**config.mk**
```make
export PLATFORM = sky130hd
export DESIGN_NAME = letc_core_fetch_seq_flat
export DESIGN_NICKNAME = d
export VERILOG_FILES = /design/src/rtl/riscv_pkg.sv /design/src/rtl/letc_core_pkg.sv /design/src/rtl/letc_core_imss_if.sv /design/src/rtl/letc_core_fetch_fifo.sv /design/src/rtl/letc_core_fetch_seq.sv /design/src/flat_wrapper.sv
export SDC_FILE = /design/constraint.sdc
export NUM_CORES = 1
export LEC_CHECK = 0
export ABC_AREA = 1
export CELL_PAD_IN_SITES_DETAIL_PLACEMENT = 1
export CELL_PAD_IN_SITES_GLOBAL_PLACEMENT = 2
export CORE_MARGIN = 2
export CORE_UTILIZATION = 36
export CTS_BUF_LIST = sky130_fd_sc_hd__clkbuf_4 sky130_fd_sc_hd__clkbuf_8
export DETAILED_ROUTE_END_ITERATION = 7
export PLACE_DENSITY = 0.79
export SLEW_MARGIN = 25
export SYNTH_ARGS = -nofsm -noshare
export SYNTH_HDL_FRONTEND = slang
export SYNTH_SLANG_ARGS = --single-unit
```
**constraint.sdc**
```tcl
create_clock -name clk -period 5.6 [get_ports clk]
set_clock_uncertainty 0.1 [all_clocks]
set_input_delay 0.84 -clock clk [delete_from_list [all_inputs] [get_ports clk]]
set_output_delay 0.84 -clock clk [all_outputs]
set_load 0.02 [all_outputs]
```
**src/rtl/riscv_pkg.sv**
```systemverilog
// ----------------------------------------------------------------------------
// riscv_pkg
// Basic RV32 types shared across the core.
// No ports (package).
// ----------------------------------------------------------------------------
package riscv_pkg;

    typedef logic [31:0] word_t;

endpackage : riscv_pkg

```
**src/rtl/letc_core_pkg.sv**
```systemverilog
// ----------------------------------------------------------------------------
// letc_core_pkg
// Core-level types used by the fetch path: the buffered fetch entry handed to
// decode and the fetch sequencer state encoding.
// No ports (package).
// ----------------------------------------------------------------------------
package letc_core_pkg;

    typedef riscv_pkg::word_t word_t;

    // One decoded-side fetch slot: where it came from, what came back, and
    // whether the memory subsystem flagged the access as faulting.
    typedef struct packed {
        word_t pc;
        word_t instr;
        logic  illegal;
    } fetch_entry_t;

    typedef enum logic {
        FETCH = 1'b0,   // issuing sequential requests
        HALT  = 1'b1    // a fault was delivered; wait for a redirect
    } fetch_state_e;

    localparam word_t FETCH_STRIDE = 32'd4;

endpackage : letc_core_pkg

```
**src/rtl/letc_core_imss_if.sv**
```systemverilog
// ----------------------------------------------------------------------------
// letc_core_imss_if
// Request/response channel between a fetch stage and the instruction memory
// subsystem. Requests carry no ready: every cycle with req_valid=1 is one
// accepted request. Responses return strictly in request order, at least one
// cycle after their request, qualified by rsp_valid.
//   stage modport : drives req_*, receives rsp_*
//   mem   modport : receives req_*, drives rsp_*
// ----------------------------------------------------------------------------
interface letc_core_imss_if;
    import riscv_pkg::*;

    logic  req_valid;
    word_t req_virtual_addr;
    logic  rsp_valid;
    word_t rsp_virtual_addr;
    word_t rsp_data;
    logic  rsp_illegal;

    modport stage (
        output req_valid,
        output req_virtual_addr,
        input  rsp_valid,
        input  rsp_virtual_addr,
        input  rsp_data,
        input  rsp_illegal
    );

    modport mem (
        input  req_valid,
        input  req_virtual_addr,
        output rsp_valid,
        output rsp_virtual_addr,
        output rsp_data,
        output rsp_illegal
    );

endinterface : letc_core_imss_if

```
**src/rtl/letc_core_fetch_fifo.sv**
```systemverilog
// ----------------------------------------------------------------------------
// letc_core_fetch_fifo
// Synchronous FIFO of fetch_entry_t with DEPTH entries. Head is read straight
// from storage (registered), so an entry is visible the cycle after its push.
// Flush empties the FIFO and wins over any same-cycle push or pop.
// Ports:
//   clk, rst     : clock, asynchronous active-high reset
//   flush_i      : discard all entries (and this cycle's push/pop)
//   push_i       : write push_data_i at the tail
//   push_data_i  : entry to write
//   pop_i        : remove the head entry
//   head_o       : head entry (meaningful only when count_o != 0)
//   count_o      : number of stored entries, 0..DEPTH
// ----------------------------------------------------------------------------
module letc_core_fetch_fifo
    import letc_core_pkg::*;
#(
    parameter int unsigned DEPTH = 4
) (
    input  logic                         clk,
    input  logic                         rst,
    input  logic                         flush_i,
    input  logic                         push_i,
    input  fetch_entry_t                 push_data_i,
    input  logic                         pop_i,
    output fetch_entry_t                 head_o,
    output logic [$clog2(DEPTH+1)-1:0]   count_o
);

    localparam int unsigned PW = $clog2(DEPTH);
    localparam int unsigned CW = $clog2(DEPTH + 1);
    localparam logic [PW-1:0] PTR_LAST = PW'(DEPTH - 1);
    localparam logic [PW-1:0] PTR_ONE  = PW'(1);
    localparam logic [CW-1:0] CNT_ONE  = CW'(1);

    fetch_entry_t  mem_q [DEPTH];
    logic [PW-1:0] wr_ptr_q, wr_ptr_d;
    logic [PW-1:0] rd_ptr_q, rd_ptr_d;
    logic [CW-1:0] count_q, count_d;

    logic do_push;
    logic do_pop;

    // Pointers wrap explicitly so DEPTH need not be a power of two.
    function automatic logic [PW-1:0] ptr_inc(input logic [PW-1:0] p);
        return (p == PTR_LAST) ? '0 : p + PTR_ONE;
    endfunction

    assign do_push = push_i && !flush_i;
    assign do_pop  = pop_i  && !flush_i;

    always_comb begin
        wr_ptr_d = wr_ptr_q;
        rd_ptr_d = rd_ptr_q;
        count_d  = count_q;
        if (flush_i) begin
            wr_ptr_d = '0;
            rd_ptr_d = '0;
            count_d  = '0;
        end else begin
            if (do_push) wr_ptr_d = ptr_inc(wr_ptr_q);
            if (do_pop)  rd_ptr_d = ptr_inc(rd_ptr_q);
            if (do_push && !do_pop) count_d = count_q + CNT_ONE;
            if (!do_push && do_pop) count_d = count_q - CNT_ONE;
        end
    end

    always_ff @(posedge clk or posedge rst) begin
        if (rst) begin
            wr_ptr_q <= '0;
            rd_ptr_q <= '0;
            count_q  <= '0;
        end else begin
            wr_ptr_q <= wr_ptr_d;
            rd_ptr_q <= rd_ptr_d;
            count_q  <= count_d;
        end
    end

    // Storage needs no reset: nothing reads it while count is zero.
    always_ff @(posedge clk) begin
        if (do_push) mem_q[wr_ptr_q] <= push_data_i;
    end

    assign head_o  = mem_q[rd_ptr_q];
    assign count_o = count_q;

    a_no_overflow: assert property (@(posedge clk) disable iff (rst)
        (do_push && !do_pop) |-> (32'(count_q) < DEPTH));
    a_no_underflow: assert property (@(posedge clk) disable iff (rst)
        do_pop |-> (count_q != '0));

endmodule : letc_core_fetch_fifo

```
**src/rtl/letc_core_fetch_seq.sv**
```systemverilog
// ----------------------------------------------------------------------------
// letc_core_fetch_seq
// Fetch sequencer. Issues sequential fetch addresses to the instruction memory
// subsystem, limits requests so that in-flight + buffered never exceeds DEPTH,
// buffers in-order responses for decode, and discards responses that belong
// to a stream abandoned by a redirect or by a delivered fault.
// Ports:
//   clk, rst        : clock, asynchronous active-high reset
//   i_redirect      : restart fetch at i_redirect_pc (highest priority)
//   i_redirect_pc   : new fetch address, word aligned
//   imss            : stage side of the IMSS channel
//   o_valid/i_ready : decode handshake. An entry transfers on a rising edge
//                     where o_valid && i_ready; o_valid never depends on
//                     i_ready and the head holds steady until it transfers
//                     or a redirect flushes it.
//   o_pc, o_instr   : head entry address / instruction word (0 when empty)
//   o_illegal       : head entry faulted (0 when empty)
// ----------------------------------------------------------------------------
module letc_core_fetch_seq
    import letc_core_pkg::*;
#(
    parameter int unsigned DEPTH    = 4,
    parameter word_t       RESET_PC = 32'h0000_0000
) (
    input  logic            clk,
    input  logic            rst,
    input  logic            i_redirect,
    input  word_t           i_redirect_pc,
    letc_core_imss_if.stage imss,
    output logic            o_valid,
    output word_t           o_pc,
    output word_t           o_instr,
    output logic            o_illegal,
    input  logic            i_ready
);

    localparam int unsigned   CW      = $clog2(DEPTH + 1);
    localparam logic [CW-1:0] CNT_ONE = CW'(1);

    fetch_state_e  state_q, state_d;
    word_t         pc_q, pc_d;
    logic [CW-1:0] outstanding_q, outstanding_d;
    logic [CW-1:0] squash_q, squash_d;
    // Address the next live response must carry; only feeds an assertion.
    word_t         exp_rsp_addr_q, exp_rsp_addr_d;

    logic          issue;
    logic          rsp_live;
    logic          rsp_drop;
    logic [CW-1:0] outstanding_nx;

    logic          fifo_push;
    logic          fifo_pop;
    logic          fifo_flush;
    fetch_entry_t  rsp_entry;
    fetch_entry_t  fifo_head;
    logic [CW-1:0] fifo_count;

    // Credit: a request may only go out if its response is guaranteed a slot.
    assign issue = !rst && (state_q == FETCH) && !i_redirect &&
                   ((32'(outstanding_q) + 32'(fifo_count)) < DEPTH);

    assign rsp_live = imss.rsp_valid && (squash_q == '0);
    assign rsp_drop = imss.rsp_valid && (squash_q != '0);

    assign imss.req_valid        = issue;
    assign imss.req_virtual_addr = pc_q;

    assign rsp_entry = '{pc: imss.rsp_virtual_addr,
                         instr: imss.rsp_data,
                         illegal: imss.rsp_illegal};

    // In-flight count after this edge; every stale-stream squash is sized from it.
    always_comb begin
        outstanding_nx = outstanding_q;
        if (issue && !imss.rsp_valid) outstanding_nx = outstanding_q + CNT_ONE;
        if (!issue && imss.rsp_valid) outstanding_nx = outstanding_q - CNT_ONE;
    end

    always_comb begin
        state_d        = state_q;
        pc_d           = pc_q;
        outstanding_d  = outstanding_nx;
        squash_d       = squash_q;
        exp_rsp_addr_d = exp_rsp_addr_q;
        fifo_push      = rsp_live;
        fifo_pop       = o_valid && i_ready;
        fifo_flush     = 1'b0;

        if (issue) pc_d = pc_q + FETCH_STRIDE;

        if (rsp_drop) squash_d = squash_q - CNT_ONE;

        if (rsp_live) begin
            exp_rsp_addr_d = exp_rsp_addr_q + FETCH_STRIDE;
            // The faulting entry still goes to decode; everything younger,
            // including a request issued this same cycle, is discarded.
            if (imss.rsp_illegal) begin
                state_d  = HALT;
                squash_d = outstanding_nx;
            end
        end

        if (i_redirect) begin
            state_d        = FETCH;
            pc_d           = i_redirect_pc;
            squash_d       = outstanding_nx;
            exp_rsp_addr_d = i_redirect_pc;
            fifo_push      = 1'b0;
            fifo_pop       = 1'b0;
            fifo_flush     = 1'b1;
        end
    end

    always_ff @(posedge clk or posedge rst) begin
        if (rst) begin
            state_q        <= FETCH;
            pc_q           <= RESET_PC;
            outstanding_q  <= '0;
            squash_q       <= '0;
            exp_rsp_addr_q <= RESET_PC;
        end else begin
            state_q        <= state_d;
            pc_q           <= pc_d;
            outstanding_q  <= outstanding_d;
            squash_q       <= squash_d;
            exp_rsp_addr_q <= exp_rsp_addr_d;
        end
    end

    letc_core_fetch_fifo #(
        .DEPTH (DEPTH)
    ) u_fifo (
        .clk         (clk),
        .rst         (rst),
        .flush_i     (fifo_flush),
        .push_i      (fifo_push),
        .push_data_i (rsp_entry),
        .pop_i       (fifo_pop),
        .head_o      (fifo_head),
        .count_o     (fifo_count)
    );

    assign o_valid   = (fifo_count != '0);
    assign o_pc      = o_valid ? fifo_head.pc      : '0;
    assign o_instr   = o_valid ? fifo_head.instr   : '0;
    assign o_illegal = o_valid ? fifo_head.illegal : 1'b0;

    a_rsp_needs_request: assert property (@(posedge clk) disable iff (rst)
        imss.rsp_valid |-> (outstanding_q != '0));
    a_rsp_in_order: assert property (@(posedge clk) disable iff (rst)
        rsp_live |-> (imss.rsp_virtual_addr == exp_rsp_addr_q));
    a_squash_bounded: assert property (@(posedge clk) disable iff (rst)
        squash_q <= outstanding_q);

endmodule : letc_core_fetch_seq

```
**src/flat_wrapper.sv**
```systemverilog
// flat-port wrapper written by rule: the top's interface ports become plain ports
module letc_core_fetch_seq_flat import letc_core_pkg::*;
#(
    parameter int unsigned DEPTH    = 4,
    parameter word_t       RESET_PC = 32'h0000_0000
)
  (clk, rst, i_redirect, i_redirect_pc, o_valid, o_pc, o_instr, o_illegal, i_ready, imss_req_valid, imss_req_virtual_addr, imss_rsp_valid, imss_rsp_virtual_addr, imss_rsp_data, imss_rsp_illegal);
  letc_core_imss_if imss_i ();
  input  logic clk;
  input  logic rst;
  input  logic i_redirect;
  input  word_t i_redirect_pc;
  output logic o_valid;
  output word_t o_pc;
  output word_t o_instr;
  output logic o_illegal;
  input  logic i_ready;
  output wire logic [$bits(imss_i.req_valid)-1:0] imss_req_valid;
  output wire logic [$bits(imss_i.req_virtual_addr)-1:0] imss_req_virtual_addr;
  input wire logic [$bits(imss_i.rsp_valid)-1:0] imss_rsp_valid;
  input wire logic [$bits(imss_i.rsp_virtual_addr)-1:0] imss_rsp_virtual_addr;
  input wire logic [$bits(imss_i.rsp_data)-1:0] imss_rsp_data;
  input wire logic [$bits(imss_i.rsp_illegal)-1:0] imss_rsp_illegal;
  assign imss_req_valid = imss_i.req_valid;
  assign imss_req_virtual_addr = imss_i.req_virtual_addr;
  assign imss_i.rsp_valid = imss_rsp_valid;
  assign imss_i.rsp_virtual_addr = imss_rsp_virtual_addr;
  assign imss_i.rsp_data = imss_rsp_data;
  assign imss_i.rsp_illegal = imss_rsp_illegal;
  letc_core_fetch_seq #(.DEPTH(DEPTH), .RESET_PC(RESET_PC)) u_core (.clk(clk), .rst(rst), .i_redirect(i_redirect), .i_redirect_pc(i_redirect_pc), .imss(imss_i), .o_valid(o_valid), .o_pc(o_pc), .o_instr(o_instr), .o_illegal(o_illegal), .i_ready(i_ready));
endmodule
```
==> impl.org <==
** Critical path
- R2r setup slk :: 2770 ps
- Counting both buffers and inverters, the worst setup path holds a total of 3.
- STA classifies the critical path startpoint as a register.
- Data required time of the critical path :: 4660 ps
- Worst Path Class, Setup :: register to output port
- Type of element capturing the critical path :: output port
- Highest net fanout along the worst path :: 84
- Delay contributed by the slowest stage of the critical path :: 890 ps
- For the worst flop-to-flop path, the logic depth is 7.
- On the critical path, the stage with the largest delay is an instance of dfrtp_4.
- Traced cell by cell, the critical path runs through clkinv_2 -> buf_12 -> o21ai_0 -> a21oi_1 -> clkdlybuf4s50_1.
- Arrival @ worst endpoint :: 3710 ps
- The critical path crosses 5 cells after its start point.
- The kind of cell with the highest combined delay along the critical path is buffers and inverters.

** Synth
- Area of the mapped netlist :: 0.0133 mm²
- Synthesis produced 1,246 cells.
- The synthesized design contains 306 register bits.
- Sequential-to-total area share from yosys stat :: 67.4%
- Post-synthesis average cell area :: 10.7 µm²
- The netlist uses 37 different library cells.
- Post-Synthesis Net Count :: 1,362
- The Yosys step of the flow raised 0 warnings.

** Flow run
- Max cap viols :: 0

** Placement
- The congestion estimate from routability-driven global placement came to 0.753.
- In this run, placement finished with an instance count of 1,866.
- Once placement finished, the instance area stood at 0.0158 mm².
- Total half-perimeter wirelength after legalization and detailed placement :: 22,400 µm
- Count of port buffers added during placement :: 200
- At the placement stage, the worst setup path has a slack of 1470 ps.

** Clocking
- Clock-pin slew was measured on the worst setup and hold paths at 60 ps.
- The number of gates resized after CTS was 0.
- Counting along the longest clock path gives a buffer depth of 3.
- In this run the number of H-tree levels came out at 2.
- For this design, the sink count on the clock tree is 306.
- TritonCTS built the clock tree.
- Number of clock buffers inserted by TritonCTS :: 52
- Once the clock tree was built, the setup fixing pass inserted 0 buffers.
- The root buffer cell chosen for the clock tree is clkbuf_8.
- Hold repair after CTS inserted 0 buffers.
- Later-pin clock latency in the skew report :: 590 ps

** GRT
- Total grt overflow :: 0
- Number of global-route vias before repair :: 10,200
- The initial antenna violation count was 1.
- Pin count of the biggest net entering global routing :: 85
- Global-route wire length before repair :: 57,100 µm
- Global routing used 19.2% of the available tracks across all layers.

** Floorplan
- Std-Cell Rows :: 70
- Count of pins on the block boundary :: 201
- The die is 196 µm wide.
- Die Height :: 196 µm
- Once the floorplan was initialized, standard cells occupied 36.4% of the core.
- DIE AREA :: 0.0385 mm²
- The total area inside the core boundary comes to 0.0365 mm².

** STA
- Worst slew pin tran :: 938 ps
- In the final timing run, aggregate negative setup slack is 0 ps.
- Finish-stage setup viols :: 0
- The number of endpoints with negative hold slack in the final report is 0.
- Setup repair after global routing left no endpoint under its margin.
- Slew Limit Fails :: 0
- Final WS setup :: 952 ps
- Achievable frequency :: 215 MHz
- Fraction of the cycle the final worst path needs :: 83.0%
- Min Tclk post-route :: 4650 ps
- Slew Limit Headroom :: 37.4%

** Worst hold path
- Hold WC Path Type :: register to register
- Hold path cells :: 2

** Drt
- Length of the first detailed-routing pass in iterations :: 4
- Avg Vias per Cell :: 4.95
- For this run, design rule violations remaining after detail routing come to 0.
- For this block, the routed nets add up to 36,700 µm of wire.
- Per-cell routed wire length :: 18.7 µm
- For this block, the initial DRC count from the detailed router was 394.
- Total via count after detailed routing :: 9,676
- Once detail routing completed, the nets flagged for antenna violations numbered 0.

** Power
- The worst-case IR drop observed on VDD is 206 µV.
- In this run the power density over the cells is 429 mW/mm².
- Leakage power summed over all cells :: 6.14 nW

** Final layout
- Area Overhead vs Synth :: 26.2%
- Excluding fillers, the count of instances in the completed layout stands at 1,956.
- The number of antenna diodes in the final layout is 0.
- Of the cells placed in the final design, the portion with a size suffix greater than 1 is 8.87%.
- The finished cells cover 0.0168 mm².
- At the end of the flow, the number of nets in the layout was 1,568.

** Outcome
- Run status :: completed
[layout by cell type, fill, tap and decap left out, types with 2 or more instances in the layout]
cell type and n:
o21ai_0 139, xor2_1 16, nor2_2 6, ha_1 13
a21oi_1 69, dfrtp_1 44, clkbuf_8 56, edfxtp_1 260
nand3b_1 2, o21ai_1 7, inv_2 6, nor3_1 3
buf_4 6, nand2_2 8, nand4_1 3, nand2_1 188
xnor2_1 3, inv_1 48, nor2_8 2, clkinv_1 9
o211ai_1 4, nand3_1 28, clkdlybuf4s50_1 200, clkinvlp_4 2
nor2_4 8, nor2_1 307, clkinv_2 5, clkbuf_4 21
buf_12 5, o22ai_1 2, o221ai_1 2, o21bai_1 5
[registers in the layout, summed over array words and instances (netlist names)]
| register | count |
|---|---|
| u_core.u_fifo.mem_q | 260 |
| u_core.imss.req_virtual_addr | 32 |
| u_core.outstanding_q | 3 |
| u_core.squash_q | 3 |
| u_core.u_fifo.count_o | 3 |
| u_core.u_fifo.rd_ptr_q | 2 |
| u_core.u_fifo.wr_ptr_q | 2 |
| u_core.state_q | 1 |
[worst min-delay path, cell delays in order, from the launching register on]
cell,delay [ps]
dfrtp_1,350
nand2_1,50
nand2_1,50
[cell type report]
cell class | count | area (µm²)
well taps | 468 | 586
flip-flops and latches | 306 | 8960
clock buffers | 77 | 928
fillers | 3997 | 19700
multi-input cells | 822 | 3850
repair buffers | 211 | 2150
inverters | 59 | 228
clock inverters | 13 | 71.3
[cell families after synthesis]
kind of cell	Yosys count	share of synthesized area, %
AOI/OAI and AO/OA	230	8.95
xor gates and xnor gates	19	1.25
adders and majority gates	14	1.37
buffers and inverters	118	3.87
DFF	306	67.4
and+or+nand+nor	559	17.2
[power breakdown]
part           total (mW)  internal (mW)  leakage [nW]  switching, mW
combinational        2.42          0.934          2.71           1.49
clock                1.93           1.05         0.527          0.881
sequential           2.85           2.63          2.90          0.212
[path summary, 6_finish.rpt]
| kind | start | end |
|---|---|---|
| min in group asynchronous | rst | u_core.imss.req_virtual_addr[0] |
| max | u_core.u_fifo.rd_ptr_q[0] | o_instr[28] |
| min reg2reg | u_core.imss.req_virtual_addr[0] | u_core.imss.req_virtual_addr[0] |
| min | u_core.imss.req_virtual_addr[0] | u_core.imss.req_virtual_addr[0] |
| max reg2reg | u_core.squash_q[0] | u_core.u_fifo.mem_q[1][42] |
| max in group asynchronous | rst | u_core.u_fifo.rd_ptr_q[0] |
[cell usage after synthesis, drive strengths merged]
master,n,area share [%]
inv,58,1.6
o21bai,5,0.28
dfrtp,46,8.7
and2,1,0.047
nand3b,2,0.11
ha,13,1.2
o221ai,2,0.13
fa,1,0.15
nor3,3,0.11
a21boi,1,0.056
edfxtp,260,59
o311ai,1,0.066
clkinv,1,0.028
clkbuf,24,0.68
buf,35,1.5
o21ai,146,5.5
nand4,4,0.30
nand2,197,5.8
nand3,29,1.1
o22ai,2,0.094
o211ai,4,0.23
a21oi,69,2.6
xnor2,3,0.20
xor2,16,1.1
nor2,323,9.7
[routing by layer]
layer / GRT usage (%) / part of all wire (%)
met5: 0 / 0.035
met4: 5.42 / 2.1
met3: 3.15 / 3.4
met2: 33.8 / 50
met1: 24.4 / 44
[per-stage QoR]
stage / util [%] / power (mW) / hold WS [ps]
3_5_place_dp: 43.2 / 5.35 / 371
5_1_grt: 45.9 / 7.63 / 415
3_3_place_gp: 43.2 / 5.32 / 376
6_report: 45.9 / 7.20 / 380
2_1_floorplan: - / 4.24 / 408
4_1_cts: 45.9 / 7.32 / 385
Power figures use the tool's default switching activity.
